### src/rtl/bcd_cmp_pkg.sv
// Shared definitions for the BCD compare arbiter: FSM state encoding,
// operand geometry and a BCD digit validity helper.
package bcd_cmp_pkg;

  localparam int unsigned BCD_DIGITS = 4;
  localparam int unsigned DIG_W      = 4;
  localparam int unsigned BCD_W      = 16;

  typedef enum logic [1:0] {
    IDLE = 2'd0,
    CMP  = 2'd1,
    ACK  = 2'd2
  } state_e;

  // True when every nibble of v is a legal decimal digit (0..9).
  function automatic logic bcd_is_valid(input logic [BCD_W-1:0] v);
    logic ok;
    ok = 1'b1;
    for (int i = 0; i < int'(BCD_DIGITS); i++) begin
      if (v[i*DIG_W +: DIG_W] > 4'd9) ok = 1'b0;
    end
    return ok;
  endfunction

endpackage

### src/rtl/bcd_comparator_4digits.sv
// Four-digit packed-BCD magnitude comparator (combinational).
// Ports:
//   a, b    : operands, digit 3 in [15:12]
//   a_ge_b  : 1 when a >= b, scanning digits most significant first
module bcd_comparator_4digits
  import bcd_cmp_pkg::*;
(
  input  logic [BCD_W-1:0] a,
  input  logic [BCD_W-1:0] b,
  output logic             a_ge_b
);

  // First differing digit from the top decides; all digits equal gives ge.
  always_comb begin
    logic decided;
    decided = 1'b0;
    a_ge_b  = 1'b1;
    for (int i = int'(BCD_DIGITS) - 1; i >= 0; i--) begin
      if (!decided && (a[i*DIG_W +: DIG_W] != b[i*DIG_W +: DIG_W])) begin
        a_ge_b  = (a[i*DIG_W +: DIG_W] > b[i*DIG_W +: DIG_W]);
        decided = 1'b1;
      end
    end
  end

endmodule

### src/rtl/bcd_cmp_arbiter.sv
// Two-requester round-robin arbiter in front of one shared BCD comparator.
// Each transaction runs IDLE -> CMP -> ACK: the winner's operands are
// latched leaving IDLE, the result is registered leaving CMP, and a one-cycle
// ack is returned to the owner in ACK.
// Optional feature: define BCD_DIGIT_CHECK_EN to flag non-decimal nibbles
// (err=1, ge forced 0); otherwise err is tied low.
// Ports:
//   clk, rst_n          : clock, async active-low reset
//   req0/a0/b0          : requester 0 request and operands
//   req1/a1/b1          : requester 1 request and operands
//   ack0, ack1          : one-cycle completion pulse to the owner
//   ge, err             : result, valid while ack0 or ack1 is high
//   busy                : high outside IDLE
//   owner               : requester currently (or last) served
//   svc_cnt0, svc_cnt1  : wrapping completed-transaction counters
module bcd_cmp_arbiter
  import bcd_cmp_pkg::*;
#(
  parameter int unsigned CNT_W = 8
) (
  input  logic             clk,
  input  logic             rst_n,
  input  logic             req0,
  input  logic [BCD_W-1:0] a0,
  input  logic [BCD_W-1:0] b0,
  input  logic             req1,
  input  logic [BCD_W-1:0] a1,
  input  logic [BCD_W-1:0] b1,
  output logic             ack0,
  output logic             ack1,
  output logic             ge,
  output logic             err,
  output logic             busy,
  output logic             owner,
  output logic [CNT_W-1:0] svc_cnt0,
  output logic [CNT_W-1:0] svc_cnt1
);

  state_e           r_state;
  logic             r_ack0;
  logic             r_ack1;
  logic             r_ge;
  logic             r_err;
  logic             r_busy;
  logic             r_owner;
  logic             r_last_owner;
  logic [BCD_W-1:0] r_a;
  logic [BCD_W-1:0] r_b;
  logic [CNT_W-1:0] r_cnt0;
  logic [CNT_W-1:0] r_cnt1;

  logic             w_grant;
  logic             w_a_ge_b;
  logic             w_ge_res;
  logic             w_err_res;

  // A lone request wins; on a tie the requester not served last goes next.
  assign w_grant = (req0 && req1) ? ~r_last_owner : req1;

  bcd_comparator_4digits u_cmp (
    .a      (r_a),
    .b      (r_b),
    .a_ge_b (w_a_ge_b)
  );

`ifdef BCD_DIGIT_CHECK_EN
  // Any non-decimal nibble in either latched operand poisons the result.
  assign w_err_res = ~(bcd_is_valid(r_a) & bcd_is_valid(r_b));
  assign w_ge_res  = w_a_ge_b & ~w_err_res;
`else
  assign w_err_res = 1'b0;
  assign w_ge_res  = w_a_ge_b;
`endif

  // Transaction sequencer with registered outputs.
  always_ff @(posedge clk or negedge rst_n) begin
    if (!rst_n) begin
      r_state      <= IDLE;
      r_ack0       <= 1'b0;
      r_ack1       <= 1'b0;
      r_ge         <= 1'b0;
      r_err        <= 1'b0;
      r_busy       <= 1'b0;
      r_owner      <= 1'b0;
      r_last_owner <= 1'b1;
      r_a          <= '0;
      r_b          <= '0;
      r_cnt0       <= '0;
      r_cnt1       <= '0;
    end else begin
      case (r_state)
        IDLE: begin
          if (req0 || req1) begin
            r_state <= CMP;
            r_busy  <= 1'b1;
            r_owner <= w_grant;
            r_a     <= w_grant ? a1 : a0;
            r_b     <= w_grant ? b1 : b0;
          end
        end
        CMP: begin
          r_state <= ACK;
          r_ge    <= w_ge_res;
          r_err   <= w_err_res;
          r_ack0  <= ~r_owner;
          r_ack1  <= r_owner;
        end
        ACK: begin
          r_state      <= IDLE;
          r_busy       <= 1'b0;
          r_ack0       <= 1'b0;
          r_ack1       <= 1'b0;
          r_last_owner <= r_owner;
          if (r_owner) r_cnt1 <= r_cnt1 + CNT_W'(1);
          else         r_cnt0 <= r_cnt0 + CNT_W'(1);
        end
        default: begin
          r_state <= IDLE;
          r_busy  <= 1'b0;
          r_ack0  <= 1'b0;
          r_ack1  <= 1'b0;
        end
      endcase
    end
  end

  assign ack0     = r_ack0;
  assign ack1     = r_ack1;
  assign ge       = r_ge;
  assign err      = r_err;
  assign busy     = r_busy;
  assign owner    = r_owner;
  assign svc_cnt0 = r_cnt0;
  assign svc_cnt1 = r_cnt1;

endmodule
### config.mk
export PLATFORM = sky130hd
export DESIGN_NAME = bcd_cmp_arbiter
export DESIGN_NICKNAME = d
export VERILOG_FILES = /design/src/rtl/bcd_cmp_pkg.sv /design/src/rtl/bcd_comparator_4digits.sv /design/src/rtl/bcd_cmp_arbiter.sv
export SDC_FILE = /design/constraint.sdc
export NUM_CORES = 1
export LEC_CHECK = 0
export BUFFER_PORTS_ARGS = -buffer_cell sky130_fd_sc_hd__clkbuf_2
export CAP_MARGIN = 20
export CORE_ASPECT_RATIO = 0.9
export CORE_MARGIN = 4
export CORE_UTILIZATION = 46
export CTS_CLUSTER_SIZE = 30
export DETAILED_ROUTE_END_ITERATION = 7
export PLACE_DENSITY_LB_ADDON = 0.3
export SETUP_SLACK_MARGIN = 0.5
export SYNTH_ARGS = -nofsm -noshare
export SYNTH_HDL_FRONTEND = slang
export SYNTH_SLANG_ARGS = --single-unit
### constraint.sdc
create_clock -name clk -period 1.7 [get_ports clk]
set_clock_uncertainty 0.1 [all_clocks]
set_input_delay 0.255 -clock clk [delete_from_list [all_inputs] [get_ports clk]]
set_output_delay 0.255 -clock clk [all_outputs]
set_load 0.05 [all_outputs]
Word level (Yosys, flattened, before mapping)
Cells that the tools add are included.
{"block": "totals", "output_inout_bits": 22, "elab_cells": 56, "regBits": 56, "input_bits": 68}
{"block": "op_classes", "n_mux": 16, "n_bitwise": 3, "n_lt_le_gt_ge": 4, "n_eq_ne": 7, "n_addsub": 2, "n_reduce_logical": 13}
{"operator": "16-bit 2-to-1 mux", "n": 2}
{"operator": "8-bit by 1-bit adder with 8-bit output (second input constant)", "n": 2}
{"operator": "4-bit > comparator", "n": 4}
{"operator": "4-bit != test", "n": 4}
{"operator": "1-bit 2-to-1 mux", "n": 9}
{"operator": "2-bit AND reduction", "n": 4}
{"operator": "1-bit case mux with 2 select lines", "n": 3}
{"operator": "1-bit logical AND", "n": 4}
{"operator": "2-bit case mux with 2 select lines", "n": 1}
{"operator": "1-bit zero test", "n": 3}
{"operator": "1-bit inverter", "n": 3}
{"operator": "2-bit by 1-bit == test with 1-bit output (second input constant)", "n": 1}
{"operator": "2-bit == test (second input constant)", "n": 1}
{"operator": "2-bit zero test", "n": 1}
{"operator": "2-bit 2-to-1 mux", "n": 1}
{"operator": "2-bit != test (second input constant)", "n": 1}
{"operator": "1-bit logical OR", "n": 1}

Logic depth before layout (Yosys ltp)
{"block": "depth", "depth_word": 11, "depth_mapped": 7, "depth_no_buf": 7}

Cells and area by module
From an unflattened synthesis, not the netlist that was laid out.
{"block": "unflattened", "cells_unflattened": 244, "area_unflattened_um2": 3281.9}
{"module": "bcd_cmp_arbiter", "cells_each": 186, "instances": 1, "seq_area_each_um2": 1402.6, "area_per_inst_um2": 2877.8}
{"module": "bcd_comparator_4digits", "cells_each": 58, "instances": 1, "seq_area_each_um2": 0.0, "area_per_inst_um2": 404.1}

Worst setup path before layout
OpenSTA, ideal clock, no wires.
{"block": "synth_timing", "path_kind": "register -> register", "startpoint": "register r_owner, in the netlist owner", "endpoint": "register r_cnt1[5], in the netlist svc_cnt1[5]", "path_buffers": 0, "setup_slack_ps": -74, "setup_ps": 142, "synth_period_minus_slack_ps": 1774, "t_arrival_ps": 1531, "required_time_ps": 1458, "stages_incl_launch_ff": 6, "path_cell_list": "dfrtp_1 inv_1 or2_4 nor2_1 nand3_1 xnor2_1"}
{"block": "synth_between", "elab_chain_cells": 1}
{"element": "from (decl)", "line_no": "bcd_cmp_arbiter.sv:45", "rtl": "logic r_owner;"}
{"element": "from (signal assigned)", "line_no": "bcd_cmp_arbiter.sv:96", "rtl": "r_owner <= w_grant;"}
{"element": "2-bit AND reduction (no line)"}
{"element": "to (signal assigned)", "line_no": "bcd_cmp_arbiter.sv:114", "rtl": "if (r_owner) r_cnt1 <= r_cnt1 + CNT_W'(1);"}
{"element": "to (decl)", "line_no": "bcd_cmp_arbiter.sv:50", "rtl": "logic [CNT_W-1:0] r_cnt1;"}
Every way passes these cells.
A chain may end at the register's enable or synchronous reset.

Worst setup path after layout
{"block": "layout_timing", "startpoint": "register r_a[10]", "endpoint": "register r_ge, in the netlist ge"}
{"block": "layout_between", "elab_chain_cells": 9, "elab_cells_between_ends": 12, "classes_between": "order compare: 1; eq/ne: 1; mux: 5; reduce/logical: 5"}
{"element": "from (decl)", "line_no": "bcd_cmp_arbiter.sv:47", "rtl": "logic [BCD_W-1:0] r_a;"}
{"element": "from (signal assigned)", "line_no": "bcd_cmp_arbiter.sv:97", "rtl": "r_a <= w_grant ? a1 : a0;"}
{"element": "4-bit != test", "line_no": "bcd_comparator_4digits.sv:19", "rtl": "if (!decided && (a[i*DIG_W +: DIG_W] != b[i*DIG_W +: DIG_W])) begin"}
{"element": "1-bit logical AND", "line_no": "bcd_comparator_4digits.sv:19"}
{"element": "1-bit 2-to-1 mux", "line_no": "bcd_comparator_4digits.sv:19"}
{"element": "1-bit zero test", "line_no": "bcd_comparator_4digits.sv:19"}
{"element": "1-bit logical AND", "line_no": "bcd_comparator_4digits.sv:19"}
{"element": "1-bit 2-to-1 mux", "line_no": "bcd_comparator_4digits.sv:19"}
{"element": "1-bit zero test", "line_no": "bcd_comparator_4digits.sv:19"}
{"element": "1-bit logical AND", "line_no": "bcd_comparator_4digits.sv:19"}
{"element": "1-bit 2-to-1 mux (*)", "line_no": "bcd_comparator_4digits.sv:19"}
{"element": "to (signal assigned)", "line_no": "bcd_cmp_arbiter.sv:103", "rtl": "r_ge <= w_ge_res;"}
{"element": "to (decl)", "line_no": "bcd_cmp_arbiter.sv:42", "rtl": "logic r_ge;"}
Mark *: on every way between the ends. The rest lies on a longest branch, timed or not.

==> results.yml <==
run_status:
  status: "finished, violations left"
  violations: "negative setup slack"
global_routing:
  grt_pass1_vias: 2791
  antenna_found_initial: 0
  grt_pass1_wl_um: 14400
  grt_overflow: 0
  track_usage_pct: 24.2
  grt_max_degree: 57
cells_and_area:
  final_util_pct: 79.6
  regArea_um2: 1420
  antenna_cells: 0
  fin_cells: 495
  syn_to_final_growth_pct: 68.8
  fillers: 336
  fin_nets: 508
  multi_input_area_um2: 1690
  layout-drive-gt1-share_pct: 53.7
flow_run:
  drv_cap: 0
clock_tree:
  cts.sinks: 56
  clk_pin_slew_ns: 0.10
  root_buffer: "clkbuf_8"
  clk_path_buf_depth: 2
  cts_made_buffers: 5
  clkLatencyLatePin_ns: 0.31
  cts_tree: "yes"
  cts_max_level: 2
worst_setup_path:
  endpoint_kind: "flop"
  r2r-end: "ge"
  cp_max_fo: 2
  crit_arrival_ns: 2.05
  critPathRequiredTime_ns: 1.77
  critPathLaunch: "r_a[10]"
  rr_startpoint: "r_a[10]"
  criticalPathCategory: "flop to flop"
  cp-start-kind: "flop"
  endpoint: "ge"
  reg2reg_depth: 5
  reg2reg_slack_ns: -0.28
placed_design:
  hpwl_um: 4410
  gp_congestion: 0.738
  port_buffers: 88
  dp_cells: 434
routing:
  num_vias: 2698
  drt_iter0_markers: 156
  drt-total-wl_um: 10000
  ant_nets: 0
  firstDrtPassIters: 4
  drc_errors: 0
  wire_per_inst_um: 20.3
  vias_per_cell: 5.45
floorplanning:
  rows: 27
  design.core.area_um2: 6080
  start_util_pct: 47.2
  pin_count: 90
  fp.dieArea_um2: 7570
  chipWidth_um: 91.2
  die_h_um: 82.9
pwr:
  sw_frac_of_total_pct: 42.2
  combinationalPowerShare_pct: 62.8
  p_leak_uw: 0.00234
  seqPwrFrac_pct: 28.2
  pwr-share-clk_pct: 9.0
  switchingPower_uw: 3640
  p_int_uw: 4980
  p_per_area_nw_per_um2: 1780
  peakVddDrop_v: 0.000936
worst_hold_path:
  hold_depth: 3
  min-delay-path-class: "primary input to flop"
timing:
  setup_viol: 1
  clock.fmax_mhz: 506
  drv_slew: 0
  rsz0062_at_grt: "yes"
  hold_violations: 0
  period_minus_slack_ns: 1.98
  timing.final.crit_share_pct: 116
  finalSetupTns_ns: -0.275
  post-route-worst-setup-slack_ns: -0.275
logic_synthesis:
  synth_top_area_share_pct: 48.0
  ys_warn_count: 0
  synthesis.area_um2: 2870
  ys_seq_area_share_pct: 48.9
  synth-main-ff-cell: "dfrtp_1"
  async_reset_ff_share_pct: 100
  synth_most_common_cell: "dfrtp_1"
  ys_seq_elements: 56
  ys_top_cells_by_area: "dfrtp_1 48%, mux2i_1 12%, ha_1 7.8%, a21oi_1 5.9%, nor2_1 5.2%"
  synth_common_cells: "55 x dfrtp_1, 40 x nor2_1, 34 x a21oi_1, 34 x mux2i_1, 20 x inv_1"
  synth_edf_count: 0
  netlist_instances: 279
  synth_area_per_cell_um2: 10.3
  syn-num-nets: 365
  synth_top_area_cell: "dfrtp_1"
  ys_types: 37
==> metal layers <==
layer | GRT usage, % | part of all wire (%) | vias up
li1 | - | - | 1245
met1 | 29.8 | 37 | 1302
met2 | 43.9 | 53 | 129
met3 | 3.44 | 7.1 | 22
met4 | 7.12 | 2.6 | 0
met5 | 0 | 0 | -
==> cells by family after synthesis <==
| kind of cell | synth area share [%] |
|---|---|
| buf+inv | 4.93 |
| mux | 12.3 |
| simple gates | 12.5 |
| fa+ha+maj | 7.85 |
| compound gates | 9.16 |
| xor+xnor | 4.27 |
| other cells | 0.131 |
| flops | 48.9 |
==> sequential cells by signal (all words and copies together), names as in the netlist <==
| signal | flops |
|---|---|
| r_state | 2 |
| svc_cnt0 | 8 |
| r_last_owner | 1 |
| ack0 | 1 |
| busy | 1 |
| ge | 1 |
| svc_cnt1 | 8 |
| r_b | 16 |
| ack1 | 1 |
| r_a | 16 |
| owner | 1 |
==> timing repair <==
item,CTS,global route
hold buffers,1,0
buffers inserted,31,13
endpoints found under the setup margin,73,73
hold endpoints to repair,55,0
pin swaps,50,31
resized for setup,97,42
cloned,7,1
==> cells in the final DEF, fill, tap and decap left out, types with 3 or more instances in the layout <==
cell type	Yosys	final
buf_4	4	33
ha_1	18	13
clkbuf_16	0	13
buf_6	0	15
inv_1	20	18
xnor2_2	0	7
dfrtp_1	55	41
nand4_1	6	6
nand2_2	0	5
buf_8	0	9
nor2_4	1	4
mux2i_4	0	7
xnor2_1	12	5
dfrtp_2	0	14
clkbuf_2	0	67
mux2i_2	0	5
ha_4	0	5
buf_12	0	3
mux2i_1	34	22
buf_16	0	7
nand2_1	10	4
a21oi_2	0	8
nor2_1	40	37
nand3_2	0	3
clkbuf_8	0	6
a21oi_1	34	26
o21ai_0	6	5
==> worst min-delay path by stage <==
| stage | startpoint | slack [ns] | endpoint |
|---|---|---|---|
| detailed placement | rst_n | 0.18 | svc_cnt1[7] |
| floorplan | rst_n | -0.14 | ack0 |
| global route | b1[9] | 0.14 | r_b[9] |
| CTS | b1[10] | 0.13 | r_b[10] |
| finish | a0[13] | 0.13 | r_a[13] |
| global placement | rst_n | 0.18 | svc_cnt1[5] |
==> power groups by stage <==
| stage | sequential [uW] | combinational (uW) | clock (uW) |
|---|---|---|---|
| floorplan | 2820 | 1910 | 0 |
| global placement | 2390 | 2980 | 0 |
| detailed placement | 2420 | 3080 | 0 |
| CTS | 2360 | 4740 | 771 |
| global route | 2480 | 5740 | 840 |
| finish | 2430 | 5410 | 777 |
==> layout make-up <==
| cell class | instances | share of cell area (%) |
|---|---|---|
| clock buffer | 6 | 1.71 |
| clock inverter | 2 | 0.207 |
| inverter | 20 | 1.55 |
| multi-input combinational | 191 | 34.9 |
| sequential | 56 | 29.3 |
| tap | 72 | 1.86 |
| timing repair buffer | 148 | 30.5 |
==> metrics by stage <==
step | area, um^2 | power (uW) | worst slack [ns] | hold slack (ns)
6_report | 4840 | 8610 | -0.275 | 0.125
5_1_grt | 4840 | 9050 | -0.313 | 0.139
4_1_cts | 4530 | 7870 | -0.0795 | 0.129
3_5_place_dp | 3530 | 5510 | -0.143 | 0.182
3_3_place_gp | 3530 | 5360 | -0.0851 | 0.182
2_1_floorplan | 3020 | 4740 | -0.0519 | -0.141
==> critical path, stage by stage (launching register included) <==
cell	delay (ns)
dfrtp_1	0.42
ha_1	0.32
nand4_1	0.14
or4_1	0.55
a31oi_1	0.21
o22ai_1	0.10
No activity file was read; power rests on OpenSTA's default activity.
